## src/rtl/prog_loader.sv

```systemverilog
// -----------------------------------------------------------------------------
// prog_loader
//
// Feeds the load port of the 256 x 12-bit program memory from a framed host
// byte stream. A frame is LEN, then LEN (HI, LO) pairs, then CSUM. Each pair
// becomes one 12-bit instruction {HI[3:0], LO}, written to consecutive
// addresses starting at 0. CSUM must equal the XOR of LEN and every HI/LO
// byte. The CPU is held stalled until a frame has loaded cleanly.
//
// Ports:
//   clk         system clock, rising edge
//   rst         synchronous active-high reset
//   start       one-cycle frame request (honoured in IDLE, DONE, ERR)
//   rx_data     incoming byte
//   rx_valid    rx_data valid
//   rx_ready    loader accepts a byte this cycle (depends on state only)
//   load_en     program memory write strobe (registered, one cycle)
//   load_addr   program memory write address (registered)
//   load_instr  program memory write data (registered)
//   busy        a frame is in progress
//   done        sticky: last frame loaded with good checksum
//   error       sticky: last frame aborted
//   error_code  01 format, 10 checksum, 11 timeout, 00 none
//   cpu_hold    CPU stall while program memory is not valid
// -----------------------------------------------------------------------------
module prog_loader #(
    parameter int ADDR_WIDTH     = 8,
    parameter int TIMEOUT_CYCLES = 1000000
) (
    input  logic                  clk,
    input  logic                  rst,
    input  logic                  start,
    input  logic [7:0]            rx_data,
    input  logic                  rx_valid,
    output logic                  rx_ready,
    output logic                  load_en,
    output logic [ADDR_WIDTH-1:0] load_addr,
    output logic [11:0]           load_instr,
    output logic                  busy,
    output logic                  done,
    output logic                  error,
    output logic [1:0]            error_code,
    output logic                  cpu_hold
);

    typedef enum logic [2:0] {
        IDLE,
        GET_LEN,
        GET_HI,
        GET_LO,
        WRITE,
        GET_CSUM,
        DONE,
        ERR
    } state_t;

    localparam logic [1:0] ERR_NONE   = 2'b00;
    localparam logic [1:0] ERR_FORMAT = 2'b01;
    localparam logic [1:0] ERR_CSUM   = 2'b10;
    localparam logic [1:0] ERR_TMO    = 2'b11;

    // Instruction count needs one extra bit so that LEN=0 can mean 256.
    localparam int CNT_W = ADDR_WIDTH + 1;
    localparam int TMO_W = (TIMEOUT_CYCLES > 2) ? $clog2(TIMEOUT_CYCLES) : 1;
    localparam logic [TMO_W-1:0] TMO_LAST = TMO_W'(TIMEOUT_CYCLES - 1);

    state_t                state_q, state_d;
    logic [7:0]            acc_q, acc_d;
    logic [CNT_W-1:0]      len_q, len_d;
    logic [CNT_W-1:0]      cnt_q, cnt_d;
    logic [3:0]            nib_q, nib_d;
    logic [TMO_W-1:0]      tmo_q, tmo_d;
    logic [1:0]            err_code_q, err_code_d;
    logic                  load_en_q, load_en_d;
    logic [ADDR_WIDTH-1:0] load_addr_q, load_addr_d;
    logic [11:0]           load_instr_q, load_instr_d;

    logic xfer;

    // Handshake and status flags are pure decodes of the state register.
    assign rx_ready   = (state_q == GET_LEN) || (state_q == GET_HI) ||
                        (state_q == GET_LO)  || (state_q == GET_CSUM);
    assign busy       = rx_ready || (state_q == WRITE);
    assign done       = (state_q == DONE);
    assign error      = (state_q == ERR);
    assign cpu_hold   = (state_q != DONE);
    assign error_code = err_code_q;
    assign load_en    = load_en_q;
    assign load_addr  = load_addr_q;
    assign load_instr = load_instr_q;

    assign xfer = rx_valid && rx_ready;

    // NOTE: every variable gets its default before the case statement so no
    // path leaves one unassigned; that is what keeps this block latch-free.
    always_comb begin
        state_d      = state_q;
        acc_d        = acc_q;
        len_d        = len_q;
        cnt_d        = cnt_q;
        nib_d        = nib_q;
        tmo_d        = tmo_q;
        err_code_d   = err_code_q;
        load_en_d    = 1'b0;
        load_addr_d  = load_addr_q;
        load_instr_d = load_instr_q;

        // Inter-byte timer: runs while waiting for a byte, cleared by a byte.
        if (rx_ready) begin
            if (xfer) tmo_d = '0;
            else      tmo_d = tmo_q + TMO_W'(1);
        end

        case (state_q)
            IDLE, DONE, ERR: begin
                if (start) begin
                    state_d     = GET_LEN;
                    err_code_d  = ERR_NONE;
                    acc_d       = '0;
                    cnt_d       = '0;
                    tmo_d       = '0;
                    load_addr_d = '0;
                end
            end
            GET_LEN: begin
                if (xfer) begin
                    len_d   = (rx_data == 8'd0) ? CNT_W'(256) : CNT_W'(rx_data);
                    acc_d   = acc_q ^ rx_data;
                    state_d = GET_HI;
                end
            end
            GET_HI: begin
                if (xfer) begin
                    acc_d = acc_q ^ rx_data;
                    if (rx_data[7:4] != 4'd0) begin
                        state_d    = ERR;
                        err_code_d = ERR_FORMAT;
                    end else begin
                        nib_d   = rx_data[3:0];
                        state_d = GET_LO;
                    end
                end
            end
            GET_LO: begin
                if (xfer) begin
                    acc_d        = acc_q ^ rx_data;
                    // Load port outputs are registered, so they are set up on
                    // the edge entering WRITE and are valid during WRITE.
                    load_instr_d = {nib_q, rx_data};
                    load_en_d    = 1'b1;
                    state_d      = WRITE;
                end
            end
            WRITE: begin
                // Address wraps naturally after the last location; the
                // instruction count, not the address, ends the frame.
                load_addr_d = load_addr_q + ADDR_WIDTH'(1);
                cnt_d       = cnt_q + CNT_W'(1);
                state_d     = ((cnt_q + CNT_W'(1)) == len_q) ? GET_CSUM : GET_HI;
            end
            GET_CSUM: begin
                if (xfer) begin
                    if (rx_data == acc_q) begin
                        state_d = DONE;
                    end else begin
                        state_d    = ERR;
                        err_code_d = ERR_CSUM;
                    end
                end
            end
            default: state_d = IDLE;
        endcase

        // A byte arriving on the expiry cycle wins over the timeout.
        if (rx_ready && !xfer && (tmo_q == TMO_LAST)) begin
            state_d    = ERR;
            err_code_d = ERR_TMO;
        end
    end

    // NOTE: sequential state uses non-blocking assignments so every flop
    // samples its _d value from before this edge, independent of order.
    always_ff @(posedge clk) begin
        if (rst) begin
            state_q      <= IDLE;
            acc_q        <= '0;
            len_q        <= '0;
            cnt_q        <= '0;
            nib_q        <= '0;
            tmo_q        <= '0;
            err_code_q   <= ERR_NONE;
            load_en_q    <= 1'b0;
            load_addr_q  <= '0;
            load_instr_q <= '0;
        end else begin
            state_q      <= state_d;
            acc_q        <= acc_d;
            len_q        <= len_d;
            cnt_q        <= cnt_d;
            nib_q        <= nib_d;
            tmo_q        <= tmo_d;
            err_code_q   <= err_code_d;
            load_en_q    <= load_en_d;
            load_addr_q  <= load_addr_d;
            load_instr_q <= load_instr_d;
        end
    end

endmodule
```

## config.mk

```make
export PLATFORM = sky130hd
export DESIGN_NAME = prog_loader
export DESIGN_NICKNAME = d
export VERILOG_FILES = /design/src/rtl/prog_loader.sv
export SDC_FILE = /design/constraint.sdc
export NUM_CORES = 1
export LEC_CHECK = 0
export BUFFER_PORTS_ARGS = -buffer_cell sky130_fd_sc_hd__buf_2
export CORE_UTILIZATION = 60
export DETAILED_ROUTE_END_ITERATION = 12
export PLACE_DENSITY = 0.81
export SLEW_MARGIN = 10
export SYNTH_ARGS = -nofsm -noshare
export SYNTH_HDL_FRONTEND = slang
export SYNTH_SLANG_ARGS = --single-unit
```

## constraint.sdc

```tcl
create_clock -name clk -period 5.85 [get_ports clk]
set_input_delay 0.585 -clock clk [delete_from_list [all_inputs] [get_ports clk]]
set_output_delay 0.585 -clock clk [all_outputs]
set_load 0.05 [all_outputs]
```

# After elaboration in Yosys (flattened, before gate mapping)
# Cells that the tools add are included.
dict set report op_classes {
  addsub 3
  eq_ne 20
  muxes 29
  n_bitwise 3
  n_reduce_logical 24
}
# op count
set op_table {}
lappend op_table {{20-bit two-way mux} 4}
lappend op_table {{8-bit case mux with 2 select lines} 2}
lappend op_table {{3-bit two-way mux} 8}
lappend op_table {{20-bit by 1-bit adder with 20-bit output, second input constant} 1}
lappend op_table {{20-bit == test, second input constant} 1}
lappend op_table {{9-bit two-way mux} 2}
lappend op_table {{3-bit case mux with 6 select lines} 1}
lappend op_table {{9-bit case mux with 2 select lines} 1}
lappend op_table {{8-bit two-way mux} 2}
lappend op_table {{3-bit by 2-bit != test with 1-bit output, second input constant} 5}
lappend op_table {{3-bit == test, second input constant} 4}
lappend op_table {{2-bit two-way mux} 6}
lappend op_table {{9-bit by 1-bit adder with 9-bit output, second input constant} 1}
lappend op_table {{9-bit == test} 1}
lappend op_table {{8-bit by 1-bit adder with 8-bit output, second input constant} 1}
lappend op_table {{8-bit == test} 1}
lappend op_table {{8-bit logical NOT} 1}
lappend op_table {{4-bit nonzero test} 2}
lappend op_table {{8-bit XOR} 1}
lappend op_table {{3-bit by 2-bit == test with 1-bit output, second input constant} 2}
lappend op_table {{3-bit != test, second input constant} 2}
lappend op_table {{2-bit case mux with 3 select lines} 1}
lappend op_table {{2-bit AND reduction} 3}
lappend op_table {{3-bit AND reduction} 2}
lappend op_table {{other kinds (15)} 24}
dict set report totals {
  register_bits 76
  out_inout_bits 28
  elab_cells 89
}

# Longest topological paths before layout
# Gate-level depths: netlist of run 1.
dict set report depth {
  ltp_word 10
  ltp_mapped 8
}

# Worst setup path before layout of run 1
# OpenSTA, ideal clock, no wires.
dict set report synth_path {
  kind {reg2reg}
  start {register state_q[2]}
  end {register tmo_q[10]}
  setup_time_ps 128
  arrival_ps 2350
  required_time_ps 5722
  path_slack_ps 3372
  path_stages_with_launch 8
  period_less_slack_ps 2478
  path_cell_list {dfxtp_1 > buf_2 > and2_0 > nor2_1 > a211o_1 > clkbuf_1 > clkbuf_1 > nor2_1}
}
dict set report synth_between {
  elab_chain_len 9
  word_cells_on_any_way 16
  cone_classes {6 x eq/ne; 4 x mux; 6 x reduce/logical}
}
# item line
set synth_rtl {}
lappend synth_rtl {{start, declared} 67} ;# state_t state_q, state_d;
lappend synth_rtl {{start signal, assigned} 196} ;# state_q <= state_d;
lappend synth_rtl {{3-bit by 1-bit == test with 1-bit output or 3-bit by 2-bit == test with 1-bit output (tied branches)} 81} ;# assign rx_ready = (state_q == GET_LEN) || (state_q == GET_HI) ||
lappend synth_rtl {{1-bit logical OR (2 in series)} 81}
lappend synth_rtl {{1-bit logical OR (*)} 82} ;# (state_q == GET_LO) || (state_q == GET_CSUM);
lappend synth_rtl {{named net rx_ready} 35} ;# output logic rx_ready,
lappend synth_rtl {{1-bit logical AND} 92} ;# assign xfer = rx_valid && rx_ready;
lappend synth_rtl {{20-bit two-way mux} 110} ;# if (xfer) tmo_d = '0;
lappend synth_rtl {{20-bit two-way mux (*)} 109} ;# if (rx_ready) begin
lappend synth_rtl {{20-bit two-way mux} 116} ;# if (start) begin
lappend synth_rtl {{20-bit two-way mux (*)} 114} ;# case (state_q)
lappend synth_rtl {{end signal, assigned} 201} ;# tmo_q <= tmo_d;
lappend synth_rtl {{end, declared} 72} ;# logic [TMO_W-1:0] tmo_q, tmo_d;
# Mark *: on every way through the listed nets, which the timed path passes. The rest lies on a longest branch.
# A chain may end at the register's enable or synchronous reset.

# Final worst setup path of run 1
dict set report layout_path {
  start {register state_q[1]}
  end {output rx_ready}
}
dict set report layout_between {
  elab_chain_len 4
  word_cells_on_any_way 7
  cone_classes {4 x eq/ne; 3 x reduce/logical}
}
# item line
set layout_rtl {}
lappend layout_rtl {{3-bit by 1-bit == test with 1-bit output or 3-bit by 2-bit == test with 1-bit output (tied branches)} 81}
lappend layout_rtl {{1-bit logical OR (2 in series)} 81}
lappend layout_rtl {{1-bit logical OR (*)} 82}
lappend layout_rtl {{end, declared} 35}
# Every way passes the cells marked *; elsewhere a longest branch is shown, timed or not.

==> flow_metrics.tcl, run 1 <==
set metrics [dict create \
    outcome "finished clean" \
    crit_fanout 25 \
    synth_cells 483 \
    postRouteAntennaNets 0 \
    slowest_stage "dfxtp_1" \
    tightest_slew_ps 666 \
    ys_seq_elements 76 \
    post-route-min-period_ps 2680 \
    irDropWorstVdd_uv 192 \
    io_buffers 39 \
    yosysUniqueCellTypes 53 \
    grt_max_degree 60 \
    numCtsBuffers 9 \
    rsz0062_at_grt "no" \
    yosysTopAreaCellShare_pct 40.6 \
    gp_congestion 0.817 \
    core-area_sq_um 5990 \
    worst-r2r-cell-count 6 \
    synth_top_cell_by_area "dfxtp_1" \
    dieArea_sq_um 6570 \
    finalHoldViolations 0 \
    synth_edf_count 0 \
    pwr-share-seq_pct 53.5 \
    drt-total-wl_microns 8310 \
    power_uw 1020 \
    yosys.area_share.simple_pct 31.6 \
    synthAdderAreaFrac_pct 1.00 \
    async_reset_ff_share_pct 0 \
    start_kind "flop" \
    timing.fmax_mhz 374 \
    crit_arrival_ps 2090 \
    post_cts_buffers 0 \
    worstPathRequired_ps 5270 \
    drv_slew 0 \
    syn_avg_cell_area_sq_um 7.77 \
    grt.overflow.total 0 \
    top_level_ports 40 \
    cp_top_family "flip-flops" \
    grt_pass1_wl_microns 13300 \
    die_width_microns 81.1 \
    seq_area_frac_synth_pct 40.6 \
    drt_pre_antenna_iters 4 \
    rows 28 \
    cap_violations 0 \
    dp.cells 572 \
    cts_buffer_depth 2 \
    cts_sinks 76 \
    max_slew_margin_pct 55.6 \
    final.fill_count 510 \
    worst_hold_path_type "reg2reg" \
    via_per_inst 5.82 \
    fin_cells 586 \
    cpPeakStageDelay_ps 740 \
    ys.flop_type "dfxtp_1" \
    cts_tree "built" \
    p_int_uw 733 \
    tns_ps 0 \
    drc_errors 0 \
    setup_violations 0 \
    hold_depth 2 \
    die_h_microns 81.1 \
    syn-cell-area_sq_um 3750 \
    regArea_sq_um 1520 \
    synthMuxAreaShare_pct 1.60 \
    synth-xor-area-share_pct 7.00 \
    final_common_cell "dfxtp_1" \
    power.switching_uw 290 \
    crit_path_end_kind "primary output" \
    wl_per_cell_microns 14.2 \
    postCtsHoldBufs 0 \
    cts_root_buf "clkbuf_8" \
    p_leak_uw 0.00153 \
    power_frac_comb_pct 13.4 \
    clk_pin_slew_ps 70 \
    synth_compound_area_share_pct 15.0 \
    initial_core_util_pct 62.6 \
    powerDensity_nw_per_um2 250 \
    finClkSkew_ps 6.40 \
    path_class "reg2out" \
    post_cts_resized 0 \
    p_clk_share_pct 33.1 \
    syn2layout_area_growth_pct 9.04 \
    path_buf_inv 1 \
    synth_area_leaders "dfxtp_1, a21oi_1, nor2_1, nand2_1, xnor2_1" \
    track_usage_pct 26.2 \
    layout_common_cells "dfxtp_1, nor2_1, a21oi_1" \
    period_share_pct 45.7 \
    grt_pass1_vias 2848 \
    path_cells "nor2_1, nor2_1, buf_2" \
    whs_ps 452 \
    hpwl_microns 5700 \
    multi_input_area_sq_um 2110 \
    h-tree-depth 3 \
    path_depth 3 \
    clk_latency_ps 340 \
    p_sw_share_pct 28.3 \
    synth_fp_nets 498 \
    synth-warning-count 0 \
    drt-initial-drc-count 157 \
    cp_common_cell "nor2_1" \
    insertedDiodeCount 0 \
    vias 3413 \
    synth_top_family_by_area "simple AND/OR/NAND/NOR gates" \
    finalNetCount 523 \
    drive_gt1_share_pct 13.1 \
    antenna_found_initial 0 \
]
==> layout make-up <==
class                      count  share of cell area [%]
clock buffer                  11                    3.46
clock inverter                 3                   0.367
inverter                       2                   0.184
multi-input combinational    379                    51.5
sequential                    76                    37.2
tap                           75                    2.29
timing repair buffer          40                    4.96
==> layer usage <==
metal / part of all wire, % / routed length (microns) / GRT usage [%] / up-vias
li1: - / - / - / 1725
met1: 47 / 3880 / 35.5 / 1597
met2: 48 / 3950 / 41.6 / 79
met3: 4.3 / 356 / 4.16 / 12
met4: 1.4 / 117 / 10.5 / 0
met5: 0 / 0 / 0 / -
==> logic make-up after synthesis <==
logic type                 count (synthesis)
and+or+nand+nor                          241
xor gates and xnor gates                  30
AOI/OAI and AO/OA                         99
adders and majority gates                  3
buffers and inverters                     28
muxes                                      6
DFF                                       76
==> synthesized netlist by cell type (all sizes together) (10+ instances only) <==
cell type,n
a21oi,63
clkbuf,20
dfxtp,76
nand2,62
nand3,25
nor2,71
nor2b,21
nor3,11
o21ai,10
xnor2,17
xor2,13
==> power groups by stage <==
stage	combinational, uW	sequential (uW)	clock [uW]
floorplan	102	559	0
global placement	132	558	0
detailed placement	136	558	0
CTS	137	546	343
global route	151	549	364
finish	137	547	339
==> flip-flops by register name (all words and copies together), names as in the netlist <==
name        cells
nib_q           4
tmo_q          20
load_instr     12
acc_q           8
len_q           9
error_code      2
cnt_q           9
state_q         3
load_addr       8
load_en         1
==> stage by stage <==
stage          util, %  instance area, sq um  setup WS, ps
2_1_floorplan        -                  3750          3370
3_3_place_gp      65.7                  3930          3480
3_5_place_dp      65.7                  3930          3410
4_1_cts           68.3                  4090          3220
5_1_grt           68.3                  4090          3040
6_report          68.3                  4090          3170
==> worst min-delay path, delay by kind of cell (launching register included) <==
kind	cells	cell delay, ps
and+or+nand+nor	1	50
AOI/OAI and AO/OA	1	50
DFF	1	310
==> path summary, 6_finish.rpt <==
path | from | end | slack (ps)
min reg2reg | load_instr[6]$_SDFFE_PP0P_ | load_instr[6]$_SDFFE_PP0P_ | 450
min | load_instr[6]$_SDFFE_PP0P_ | load_instr[6]$_SDFFE_PP0P_ | 450
max reg2reg | state_q[1]$_SDFFE_PP0P_ | state_q[2]$_SDFFE_PP0P_ | 3380
max | state_q[1]$_SDFFE_PP0P_ | rx_ready | 3170
Note: power is estimated with default switching activity, not from simulation.
==> inputs of run 2 (changes only) <==
- CORE_UTILIZATION: 60 -> 58
- PLACE_DENSITY: 0.81 -> 0.79
- clock period: 5.85 -> 2.56 ns (I/O delays scaled with it)
==> run 2 against run 1 <==
  * Design area is 3.3% higher
  * Flip-flop and latch count stayed put
  * Routed wire length grew 3.4%
  * Die area rose by 3.4%
  * Worst hold slack worse by 240 ps
  * Sequential share of layout area shrank 1.2 points
  * First-iteration DRC count grew 40%
  * Clock power grew to 3.1 times the previous value
  * Final cell count is 1.5% higher
  * Combinational power grew 150%
  * Non-clock buffer count grew 7
  * Sequential power grew 130%
  * Largest cell class unchanged
  * Largest power group unchanged
==> flow_metrics.tcl, run 2 (synthesis results as in run 1) <==
set metrics [dict create \
    drive_gt1_share_pct 15.0 \
    drt-initial-drc-count 220 \
    postRouteAntennaNets 0 \
    vias 3471 \
    powerDensity_nw_per_um2 622 \
    max_slew_margin_pct 57.4 \
    numCtsBuffers 9 \
    start_kind "flop" \
    grt_max_degree 42 \
    fin_area_sq_um 4220 \
    track_usage_pct 27.2 \
    cap_violations 0 \
    worst-r2r-cell-count 6 \
    drt_pre_antenna_iters 4 \
    outcome "finished clean" \
    r2r-start "cnt_q[0]$_SDFFE_PP0P_" \
    multi_input_area_sq_um 2110 \
    insertedDiodeCount 0 \
    gp_congestion 0.880 \
    syn2layout_area_growth_pct 12.6 \
    die_h_microns 82.4 \
    largest_reg_flops 20 \
    hpwl_microns 6070 \
    via_per_inst 5.83 \
    placed_cell_area_sq_um 3990 \
    layout_setup_ws_ps 208 \
    path_buf_inv 0 \
    cts_tree "built" \
    antenna_found_initial 0 \
    rr_endpoint "state_q[0]$_SDFFE_PP0P_" \
    drv_slew 0 \
    top_level_ports 40 \
    final.fill_count 537 \
    h-tree-depth 3 \
    drt-total-wl_microns 8590 \
    finClkSkew_ps 5.69 \
    whs_ps 209 \
    regArea_sq_um 1520 \
    cts_root_buf "clkbuf_8" \
    r2r_slack_ps 210 \
    timing.fmax_mhz 425 \
    holdPathEnd "len_q[1]$_SDFFE_PP0P_" \
    grt_pass1_vias 3107 \
    crit_arrival_ps 2600 \
    cts_buffer_depth 2 \
    postCtsHoldBufs 0 \
    grt_pass1_wl_microns 14100 \
    wl_per_cell_microns 14.4 \
    clk_latency_ps 350 \
    drc_errors 0 \
    crit_path_end_kind "flop" \
    initial_core_util_pct 61.5 \
    dieArea_sq_um 6790 \
    hold_depth 3 \
    path_cells "ha_2, nand3_1, a211oi_1, o22ai_1, or4_4, a221oi_1" \
    period_share_pct 91.9 \
    cts_sinks 76 \
    slowest_stage "or4_4" \
    clk_pin_slew_ps 80 \
    io_buffers 39 \
    cp_top_family "simple AND/OR/NAND/NOR gates" \
    p_leak_uw 0.00159 \
    rows 28 \
    dp_slack_ps 145 \
    path_class "reg2reg" \
    worst_hold_path_type "in2reg" \
    setup_violations 0 \
    cpPeakStageDelay_ps 540 \
    post-route-min-period_ps 2350 \
    layout_common_cells "dfxtp_1, nor2_1, a21oi_1" \
    worstPathRequired_ps 2810 \
    tns_ps 0 \
    final_common_cell "dfxtp_1" \
    largest_register "tmo_q" \
    finalNetCount 530 \
    worstHoldStart "rx_data[1]" \
    tightest_slew_ps 639 \
    final_util_pct 69.3 \
    core-area_sq_um 6100 \
    finalHoldViolations 0 \
    die_width_microns 82.4 \
    irDropWorstVdd_uv 624 \
    grt.overflow.total 0 \
    rsz0062_at_grt "no" \
    crit_fanout 9 \
]
-- run 2: cell count changes in the layout (fill, tap and decap cells not counted), moves of 2 or more --
cell	change
buf_4	+7
clkinvlp_4	+2
clkinv_2	-3
bufinv_16	+2
-- run 2: repair_timing --
| item | in CTS | in global routing |
|---|---|---|
| endpoints found under the hold margin | 0 | 0 |
| gates resized for setup | 0 | 1 |
| endpoints found under the setup margin | 0 | 1 |
| buffers inserted | 0 | 0 |
-- run 2: power by group --
part / total (uW) / internal, uW / switching, uW
Clock: 1050 / 604 / 445
Combinational: 340 / 113 / 227
Sequential: 1240 / 1210 / 28.6
-- run 2: metrics by stage --
step / power (uW) / instances
after floorplan: 1510 / 483
after global placement: 1590 / 579
after detailed placement: 1600 / 579
after CTS: 2640 / 595
after global routing: 2730 / 595
final: 2630 / 595
-- run 2: final cells by class --
cell class,count,share of cell area [%]
multi-input combinational,379,50.0
sequential,76,36.0
timing repair buffer,47,6.04
clock buffer,11,3.58
tap,75,2.22
clock inverter,5,1.98
inverter,2,0.178
-- run 2: layer usage --
layer  vias up  track usage (%)  wire length, microns
li1       1742                -                     -
met1      1665             34.5                  3870
met2        58             46.2                  4330
met3         6             6.26                   306
met4         0             7.02                    82
met5         -                0                     0
-- run 2: worst max-delay path by stage --
stage | end | slack [ps] | from | cells after the start
3_5_place_dp | state_q[0]$_SDFFE_PP0P_ | 150 | cnt_q[0]$_SDFFE_PP0P_ | 6
3_3_place_gp | state_q[0]$_SDFFE_PP0P_ | 240 | cnt_q[0]$_SDFFE_PP0P_ | 6
2_1_floorplan | tmo_q[10]$_SDFF_PP0_ | 80 | state_q[2]$_SDFFE_PP0P_ | 7
4_1_cts | state_q[0]$_SDFFE_PP0P_ | 120 | cnt_q[0]$_SDFFE_PP0P_ | 6
6_report | state_q[0]$_SDFFE_PP0P_ | 210 | cnt_q[0]$_SDFFE_PP0P_ | 6
5_1_grt | state_q[0]$_SDFFE_PP0P_ | 60 | cnt_q[0]$_SDFFE_PP0P_ | 6
-- run 2: tightest hold or removal path, stage by stage --
cell and delay [ps]:
buf_2 140, nand2_1 60, a21oi_1 50
==> inputs of run 3 (changes only) <==
- PLACE_DENSITY: 0.79 -> default
- PLACE_DENSITY_LB_ADDON: default -> 0.08
==> run 3 against run 2 <==
  * Design area is 1.3% lower
  * Combinational power about the same
  * First-iteration DRC count rose by 21%
  * Via count shrank 1.1%
  * Die area did not move
  * Register-to-register slack gained 40 ps
  * Sequential power about the same
  * Clock-buffer cell count fell by 2
  * Critical endpoint unchanged
  * Clock power down 8%
  * Largest cell class unchanged
  * Maximum frequency increased by 1.6%
==> flow_metrics.tcl, run 3 (synthesis results as in run 1) <==
set metrics [dict create \
    outcome "finished clean" \
    hold_depth 3 \
    cpPeakStageDelay_ps 560 \
    die_width_microns 82.4 \
    crit_fanout 9 \
    clk_latency_ps 360 \
    drt-total-wl_microns 8550 \
    via_per_inst 5.82 \
    rsz0062_at_grt "no" \
    largest_reg_flops 20 \
    postCtsHoldBufs 0 \
    numCtsBuffers 9 \
    tns_ps 0 \
    worstHoldStart "rx_data[2]" \
    worst-r2r-cell-count 6 \
    cts_sinks 76 \
    r2r_slack_ps 250 \
    cts_buffer_depth 2 \
    rows 28 \
    insertedDiodeCount 0 \
    crit_arrival_ps 2570 \
    powerDensity_nw_per_um2 611 \
    postRouteAntennaNets 0 \
    path_buf_inv 0 \
    io_buffers 39 \
    r2r-start "cnt_q[0]$_SDFFE_PP0P_" \
    drc_errors 0 \
    tightest_slew_ps 700 \
    top_level_ports 40 \
    post_cts_buffers 0 \
    power_uw 2550 \
    largest_register "tmo_q" \
    drt-initial-drc-count 267 \
    wl_per_cell_microns 14.5 \
    p_leak_uw 0.00157 \
    finClkSkew_ps 10.9 \
    worstPathRequired_ps 2820 \
    core-area_sq_um 6100 \
    drv_slew 0 \
    cts_root_buf "clkbuf_8" \
    path_cells "ha_2, or4_1, a21oi_1, a211oi_1, or4_4, a221oi_1" \
    crit_path_end_kind "flop" \
    cp_top_family "simple AND/OR/NAND/NOR gates" \
    fin_area_sq_um 4170 \
    setup_violations 0 \
    dieArea_sq_um 6790 \
    syn2layout_area_growth_pct 11.1 \
    die_h_microns 82.4 \
    layout_setup_ws_ps 246 \
    rr_endpoint "state_q[0]$_SDFFE_PP0P_" \
    gp_congestion 0.850 \
    cap_violations 0 \
    drt_pre_antenna_iters 4 \
    start_kind "flop" \
    cts_tree "built" \
    period_share_pct 90.4 \
    grt_pass1_vias 2979 \
    clk_pin_slew_ps 80 \
    initial_core_util_pct 61.5 \
    irDropWorstVdd_uv 481 \
    hpwl_microns 5870 \
    h-tree-depth 3 \
    timing.fmax_mhz 432 \
    post-route-min-period_ps 2310 \
    layout_common_cells "dfxtp_1, nor2_1, a21oi_1" \
    track_usage_pct 27.3 \
    worst_hold_path_type "in2reg" \
    slowest_stage "or4_4" \
    dp_slack_ps 168 \
    placed_cell_area_sq_um 3960 \
    final_util_pct 68.4 \
    grt_pass1_wl_microns 13900 \
    max_slew_margin_pct 52.9 \
    finalNetCount 527 \
    holdPathEnd "load_instr[2]$_SDFFE_PP0P_" \
    final_common_cell "dfxtp_1" \
    path_class "reg2reg" \
    finalHoldViolations 0 \
    vias 3432 \
    antenna_found_initial 0 \
    grt.overflow.total 0 \
    grt_max_degree 59 \
    drive_gt1_share_pct 14.2 \
]
-- run 3: cell count changes in the layout (fill, tap and decap cells not counted), sizes merged --
cell,delta
clkinvlp,-2
clkinv,+2
buf,-3
clkbuf,-2
-- run 3: worst max-delay path by stage --
stage | to | from | slack (ps) | cells after the start
3_5_place_dp | state_q[0]$_SDFFE_PP0P_ | cnt_q[0]$_SDFFE_PP0P_ | 170 | 6
4_1_cts | state_q[0]$_SDFFE_PP0P_ | cnt_q[0]$_SDFFE_PP0P_ | 160 | 6
6_report | state_q[0]$_SDFFE_PP0P_ | cnt_q[0]$_SDFFE_PP0P_ | 250 | 6
2_1_floorplan | tmo_q[10]$_SDFF_PP0_ | state_q[2]$_SDFFE_PP0P_ | 80 | 7
5_1_grt | state_q[0]$_SDFFE_PP0P_ | cnt_q[0]$_SDFFE_PP0P_ | 90 | 6
3_3_place_gp | state_q[0]$_SDFFE_PP0P_ | cnt_q[0]$_SDFFE_PP0P_ | 250 | 6
-- run 3: metal layers --
metal / vias to the layer above / track usage (%) / wire [microns]
met4: 0 / 11.9 / 161
li1: 1739 / - / -
met1: 1600 / 36.6 / 4070
met5: - / 0 / 0
met3: 12 / 4.84 / 306
met2: 81 / 42.8 / 4010
-- run 3: repair_timing --
item / CTS / global route
resized for setup: 0 / 1
endpoints found under the hold margin: 0 / 0
setup endpoints to repair: 0 / 1
-- run 3: worst reg2reg max path: stages (launching register included) --
cell and delay (ps):
dfxtp_1 390, ha_2 280, or4_1 520, a21oi_1 140, a211oi_1 80, or4_4 560, a221oi_1 250
-- run 3: per-stage QoR --
stage	hold WS [ps]	std cells
after detailed placement	445	576
after global routing	224	590
after global placement	439	576
after CTS	195	590
after floorplan	392	483
final	207	590
-- run 3: power by group --
group,internal (uW),switching [uW],total [uW]
logic,108,232,340
registers,1210,24.0,1230
clock network,536,435,971
-- run 3: final cells by class --
class                   count  area (sq um)
clock inverters             5          78.8
clock buffers               9           124
well taps                  75          93.8
flip-flops and latches     76          1520
multi-input cells         379          2110
repair buffers             44           233
inverters                   2          7.51
fillers                   521          1930
